--- config.mk ---
export PLATFORM = sky130hd
export DESIGN_NAME = mecobo_cmd_sequencer
export DESIGN_NICKNAME = d
export VERILOG_FILES = /design/src/rtl/mecobo_cmd_sequencer.sv
export SDC_FILE = /design/constraint.sdc
export NUM_CORES = 1
export LEC_CHECK = 0
export BUFFER_PORTS_ARGS = -buffer_cell sky130_fd_sc_hd__buf_2
export CORE_ASPECT_RATIO = 1.2
export CORE_MARGIN = 3
export CORE_UTILIZATION = 40
export CTS_BUF_LIST = sky130_fd_sc_hd__clkbuf_4
export DETAILED_ROUTE_END_ITERATION = 10
export GPL_ROUTABILITY_DRIVEN = 0
export SYNTH_ARGS = -nofsm -noshare
export SYNTH_HDL_FRONTEND = slang
export SYNTH_SLANG_ARGS = --single-unit
--- constraint.sdc ---
create_clock -name clk -period 7.7 [get_ports clk]
set_clock_uncertainty 0.2 [all_clocks]
set_input_delay 1.54 -clock clk [delete_from_list [all_inputs] [get_ports clk]]
set_output_delay 1.54 -clock clk [all_outputs]
set_load 0.1 [all_outputs]
--- src/rtl/mecobo_cmd_sequencer.sv ---
// mecobo_cmd_sequencer
// Polls the instruction word in the shared RAM. Depending on the opcode it
// streams N configuration words to a pin controller (PROGRAM_PIN) or fetches
// one sample from a pin controller (READ_PIN). It then writes a status word
// back over the instruction, which clears its valid bit. This block is the
// only RAM port-B master on the FPGA side.
//
// Ports:
//   clk, reset         clock and asynchronous active-low reset
//   ram_*              RAM port B; read data is valid one cycle after the address
//   cfg_*              configuration word stream to the pin controllers
//   smp_*              sample request and response from the pin controllers
//   busy               high in every state except IDLE
//   dbg_state          current FSM state, for observation
//
// Handshakes:
//   - A cfg word transfers on a rising edge where cfg_valid and cfg_ready are
//     both high. cfg_pin, cfg_reg and cfg_data stay stable while cfg_valid is
//     high. cfg_ready is ignored while cfg_valid is low.
//   - smp_req is a one-cycle pulse. smp_valid is only honoured in SWAIT, and
//     smp_data is captured on that cycle.
module mecobo_cmd_sequencer #(
  parameter logic [20:0] INSTR_ADDR  = 21'h0000F,
  parameter logic [20:0] RESULT_ADDR = 21'h0000E,
  parameter logic [20:0] DATA_BASE   = 21'h00010,
  parameter int          POLL_GAP    = 4,
  parameter int          TIMEOUT     = 255
) (
  input  logic        clk,
  input  logic        reset,
  output logic [20:0] ram_addr,
  input  logic [15:0] ram_data_in,
  output logic [15:0] ram_data_out,
  output logic        ram_wr,
  output logic        ram_en,
  output logic [7:0]  cfg_pin,
  output logic [3:0]  cfg_reg,
  output logic [15:0] cfg_data,
  output logic        cfg_valid,
  input  logic        cfg_ready,
  output logic        smp_req,
  input  logic        smp_valid,
  input  logic [15:0] smp_data,
  output logic        busy,
  output logic [3:0]  dbg_state
);

  typedef enum logic [3:0] {
    IDLE, FETCH, CAPTURE, DECODE, DFETCH, DCAPTURE,
    ISSUE, SREQ, SWAIT, WRES, CLEAR
  } state_t;

  localparam logic [7:0]  POLL_LAST   = 8'(POLL_GAP - 1);
  localparam logic [7:0]  TO_LAST     = 8'(TIMEOUT - 1);
  localparam logic [15:0] ST_DONE     = 16'h4000;
  localparam logic [15:0] ST_ILLEGAL  = 16'h6001;
  localparam logic [15:0] ST_TIMEOUT  = 16'h6002;

  state_t      r_state;
  logic [7:0]  r_poll;
  logic [14:0] r_instr;   // valid bit is not kept; it is known to be 1 here
  logic [3:0]  r_k;
  logic [7:0]  r_to;

  logic [2:0]  w_op;
  logic [3:0]  w_n;
  logic [3:0]  w_k_next;

  assign w_op      = r_instr[14:12];
  assign w_n       = r_instr[11:8];
  assign w_k_next  = r_k + 4'd1;
  assign dbg_state = r_state;

  always_ff @(posedge clk or negedge reset) begin
    if (!reset) begin
      r_state      <= IDLE;
      r_poll       <= 8'd0;
      r_instr      <= 15'd0;
      r_k          <= 4'd0;
      r_to         <= 8'd0;
      ram_addr     <= 21'd0;
      ram_data_out <= 16'd0;
      ram_wr       <= 1'b0;
      ram_en       <= 1'b0;
      cfg_pin      <= 8'd0;
      cfg_reg      <= 4'd0;
      cfg_data     <= 16'd0;
      cfg_valid    <= 1'b0;
      smp_req      <= 1'b0;
      busy         <= 1'b0;
    end else begin
      // Outputs are registered: each transition sets up what the next state drives.
      case (r_state)
        IDLE: begin
          if (r_poll == POLL_LAST) begin
            r_poll   <= 8'd0;
            r_state  <= FETCH;
            ram_addr <= INSTR_ADDR;
            ram_en   <= 1'b1;
            ram_wr   <= 1'b0;
            busy     <= 1'b1;
          end else begin
            r_poll <= r_poll + 8'd1;
          end
        end
        FETCH: begin
          ram_en  <= 1'b0;
          r_state <= CAPTURE;
        end
        CAPTURE: begin
          r_instr <= ram_data_in[14:0];
          if (ram_data_in[15]) begin
            r_state <= DECODE;
          end else begin
            r_state <= IDLE;
            busy    <= 1'b0;
          end
        end
        DECODE: begin
          cfg_pin <= r_instr[7:0];
          if (w_op == 3'd1 && w_n != 4'd0) begin
            r_k      <= 4'd0;
            r_state  <= DFETCH;
            ram_addr <= DATA_BASE;
            ram_en   <= 1'b1;
          end else if (w_op == 3'd2) begin
            r_state <= SREQ;
            smp_req <= 1'b1;
          end else begin
            // NOP, empty PROGRAM_PIN and illegal opcodes all finish here.
            r_state      <= CLEAR;
            ram_addr     <= INSTR_ADDR;
            ram_data_out <= (w_op <= 3'd1) ? ST_DONE : ST_ILLEGAL;
            ram_en       <= 1'b1;
            ram_wr       <= 1'b1;
          end
        end
        DFETCH: begin
          ram_en  <= 1'b0;
          r_state <= DCAPTURE;
        end
        DCAPTURE: begin
          cfg_data  <= ram_data_in;
          cfg_reg   <= r_k;
          cfg_valid <= 1'b1;
          r_state   <= ISSUE;
        end
        ISSUE: begin
          if (cfg_ready) begin
            cfg_valid <= 1'b0;
            r_k       <= w_k_next;
            ram_en    <= 1'b1;
            if (w_k_next == w_n) begin
              r_state      <= CLEAR;
              ram_addr     <= INSTR_ADDR;
              ram_data_out <= ST_DONE;
              ram_wr       <= 1'b1;
            end else begin
              r_state  <= DFETCH;
              ram_addr <= DATA_BASE + {17'd0, w_k_next};
            end
          end
        end
        SREQ: begin
          smp_req <= 1'b0;
          r_to    <= 8'd0;
          r_state <= SWAIT;
        end
        SWAIT: begin
          // A sample arriving on the last allowed cycle still wins over the timeout.
          if (smp_valid) begin
            r_state      <= WRES;
            ram_addr     <= RESULT_ADDR;
            ram_data_out <= smp_data;
            ram_en       <= 1'b1;
            ram_wr       <= 1'b1;
          end else if (r_to >= TO_LAST) begin
            r_state      <= CLEAR;
            ram_addr     <= INSTR_ADDR;
            ram_data_out <= ST_TIMEOUT;
            ram_en       <= 1'b1;
            ram_wr       <= 1'b1;
          end else begin
            r_to <= r_to + 8'd1;
          end
        end
        WRES: begin
          r_state      <= CLEAR;
          ram_addr     <= INSTR_ADDR;
          ram_data_out <= ST_DONE;
        end
        CLEAR: begin
          ram_en  <= 1'b0;
          ram_wr  <= 1'b0;
          busy    <= 1'b0;
          r_poll  <= 8'd0;
          r_state <= IDLE;
        end
        default: begin
          r_state <= IDLE;
          busy    <= 1'b0;
        end
      endcase
    end
  end

endmodule

==> out/metrics.csv <==
metric,value,unit
outcome,completed,
gr-total-overflow,0,
synth_enable_flop_cells,0,
antenna_found_initial,0,
io_pins,110,
crit_slowest_cell,dfrtp_1,
syn-mean-instance-area,11.2,µm²
worstPathRequired,5.96,ns
reg_top3,"cfg_data: 16 flops, ram_data_out: 16 flops, r_instr: 15 flops",
ys.flop_type,dfrtp_1,
cts-resized-gates,0,
synthCells,396,
critPathTopFamily,flip-flops,
syn_to_final_growth,13.8,%
h-tree-depth,3,
crit_fanout,24,
die_w,102,µm
clockRootBuffer,clkbuf_4,
seq_area_frac_synth,0.524,
hpwl,7.12,mm
final_cell_mix,"dfrtp_1, buf_2, nand2_1",
start_util,0.417,
synth_warnings,0,
num_vias,3240,
track_usage,0.165,
wl,9.93,mm
grt_pass1_wl,16.1,mm
arrival,1.86,ns
max_stage_delay,0.85,ns
synth-seq-cells,93,
grt_max_degree,56,
core,10700,µm²
wire_per_inst,16.1,µm
dieArea,12400,µm²
insertedDiodeCount,0,
layout-drive-gt1-share,0.329,
clkTransAtPathRegs,0.14,ns
fillerInstances,1005,
hp-start,r_instr[5],
postCtsHoldBufs,0,
port_buffers,93,
end_kind,output port,
post-cts-setup-buffers,0,
route.detailed.drc,0,
rsz0062_at_grt,false,
clk_latency,0.44,ns
rows,41,
cts_sinks,93,
rr_startpoint,r_poll[0],
slew_headroom,0.258,
hold_viol_final,0,
setup-tns-final,0,ns
path_cells,buf_2,
crit_type,flip-flop to output port,
maxSlewViolCount,0,
synth_area,4450,µm²
min_path_type,flip-flop to flip-flop,
grt_pass1_vias,3234,
worst-path-buf-inv,1,
fin_nets,522,
finalCritPeriodShare,0.467,
worst_pin_slew,1.10,ns
first_pass_iters,5,
async_flop_share,1.00,
cp-start-kind,flip-flop,
maxCapViolations,0,
cts_buffers,9,
synth.distinct_cells,62,
cts_tree,done,
die_y,121,µm
ant_nets,0,
min_period,3.60,ns
fmax,278,MHz
dr.first_iter.drc_count,179,
routed_via_density,5.26,
setup_viol_count_final,0,
final_common_cell,dfrtp_1,
startpoint,dbg_state[2],
clock_path_buffers,2,
[synth_stat cells, types with 2 or more instances]
| cell | number | area [µm²] |
|---|---|---|
| a22o_1 | 14 | 123 |
| dfrtp_1 | 93 | 2330 |
| nand4bb_1 | 2 | 22.5 |
| mux2_2 | 34 | 383 |
| buf_2 | 4 | 20.0 |
| mux2_1 | 6 | 67.6 |
| o31ai_1 | 3 | 22.5 |
| nand2b_1 | 2 | 12.5 |
| xnor2_1 | 7 | 61.3 |
| inv_1 | 9 | 33.8 |
| clkbuf_1 | 9 | 33.8 |
| buf_4 | 17 | 128 |
| o22ai_1 | 4 | 25.0 |
| and3_1 | 2 | 12.5 |
| a31oi_1 | 5 | 31.3 |
| buf_1 | 3 | 11.3 |
| o21ai_0 | 20 | 100 |
| a21oi_1 | 11 | 55.1 |
| nor3_1 | 8 | 40.0 |
| a21o_1 | 2 | 15.0 |
| or3_1 | 2 | 12.5 |
| nor4_2 | 2 | 25.0 |
| o211a_1 | 2 | 20.0 |
| nand4_1 | 4 | 25.0 |
| o211ai_1 | 2 | 15.0 |
| nand3_1 | 6 | 30.0 |
| buf_6 | 3 | 33.8 |
| nand2_1 | 44 | 165 |
| xor2_1 | 6 | 52.6 |
| nor2_1 | 33 | 124 |
| a311oi_1 | 3 | 26.3 |
| ha_1 | 4 | 50.1 |
[worst reg2reg max path, delay by kind of cell (launching register included)]
kind	cells	cell delay [ns]
compound gates	2	1.26
fa+ha+maj	1	0.23
flops	1	0.42
mux	1	0.35
simple gates	1	0.49
[final timing paths]
kind	end	slack, ns	cells past startpoint
worst min register to register	cfg_pin[5]	0.28	2
worst max register to register	busy	4.66	5
worst min-delay path	cfg_pin[5]	0.28	2
min in group asynchronous	cfg_reg[0]	0.83	1
max in group asynchronous	cfg_pin[0]	5.37	2
worst max-delay path	dbg_state[2]	4.10	1
[cells by family after synthesis]
group                      Yosys count  synth area share
AOI/OAI and AO/OA                   84             0.148
xor gates and xnor gates            14            0.0310
adders and majority gates            4            0.0113
buffers and inverters               45            0.0585
DFF                                 93             0.524
muxes                               40             0.101
other                                1          0.000844
and+or+nand+nor                    115             0.126
[per-layer routing]
metal  wire [µm]  up-vias  GRT usage
met2        4870       96      0.266
met1        4440     1572      0.218
met5           0        -          0
met3         502       10     0.0385
met4         128        0     0.0541
li1            -     1562          -
[final cells by class]
type                       instances  area, µm²  area share
sequential                        93       2330       0.460
multi-input combinational        273       1930       0.381
timing repair buffer              96        490      0.0970
tap                              129        161      0.0319
clock buffer                      11       82.6      0.0163
clock inverter                     5       35.0     0.00693
inverter                           9       33.8     0.00668
[stage by stage]
| stage | utilization | area (µm²) | hold WS [ns] | setup slack, ns | std cells |
|---|---|---|---|---|---|
| 3_5_place_dp | 0.463 | 4940 | 0.247 | 4.54 | 600 |
| 6_report | 0.474 | 5060 | 0.281 | 4.10 | 616 |
| 3_3_place_gp | 0.463 | 4940 | 0.244 | 4.59 | 600 |
| 5_1_grt | 0.474 | 5060 | 0.315 | 4.01 | 616 |
| 2_1_floorplan | - | 4500 | 0.232 | 4.69 | 411 |
| 4_1_cts | 0.474 | 5060 | 0.289 | 4.09 | 616 |
Power is left out: the tool's default activity adds up to more than one toggle a clock period on the data nets, which glitch-free logic cannot reach.
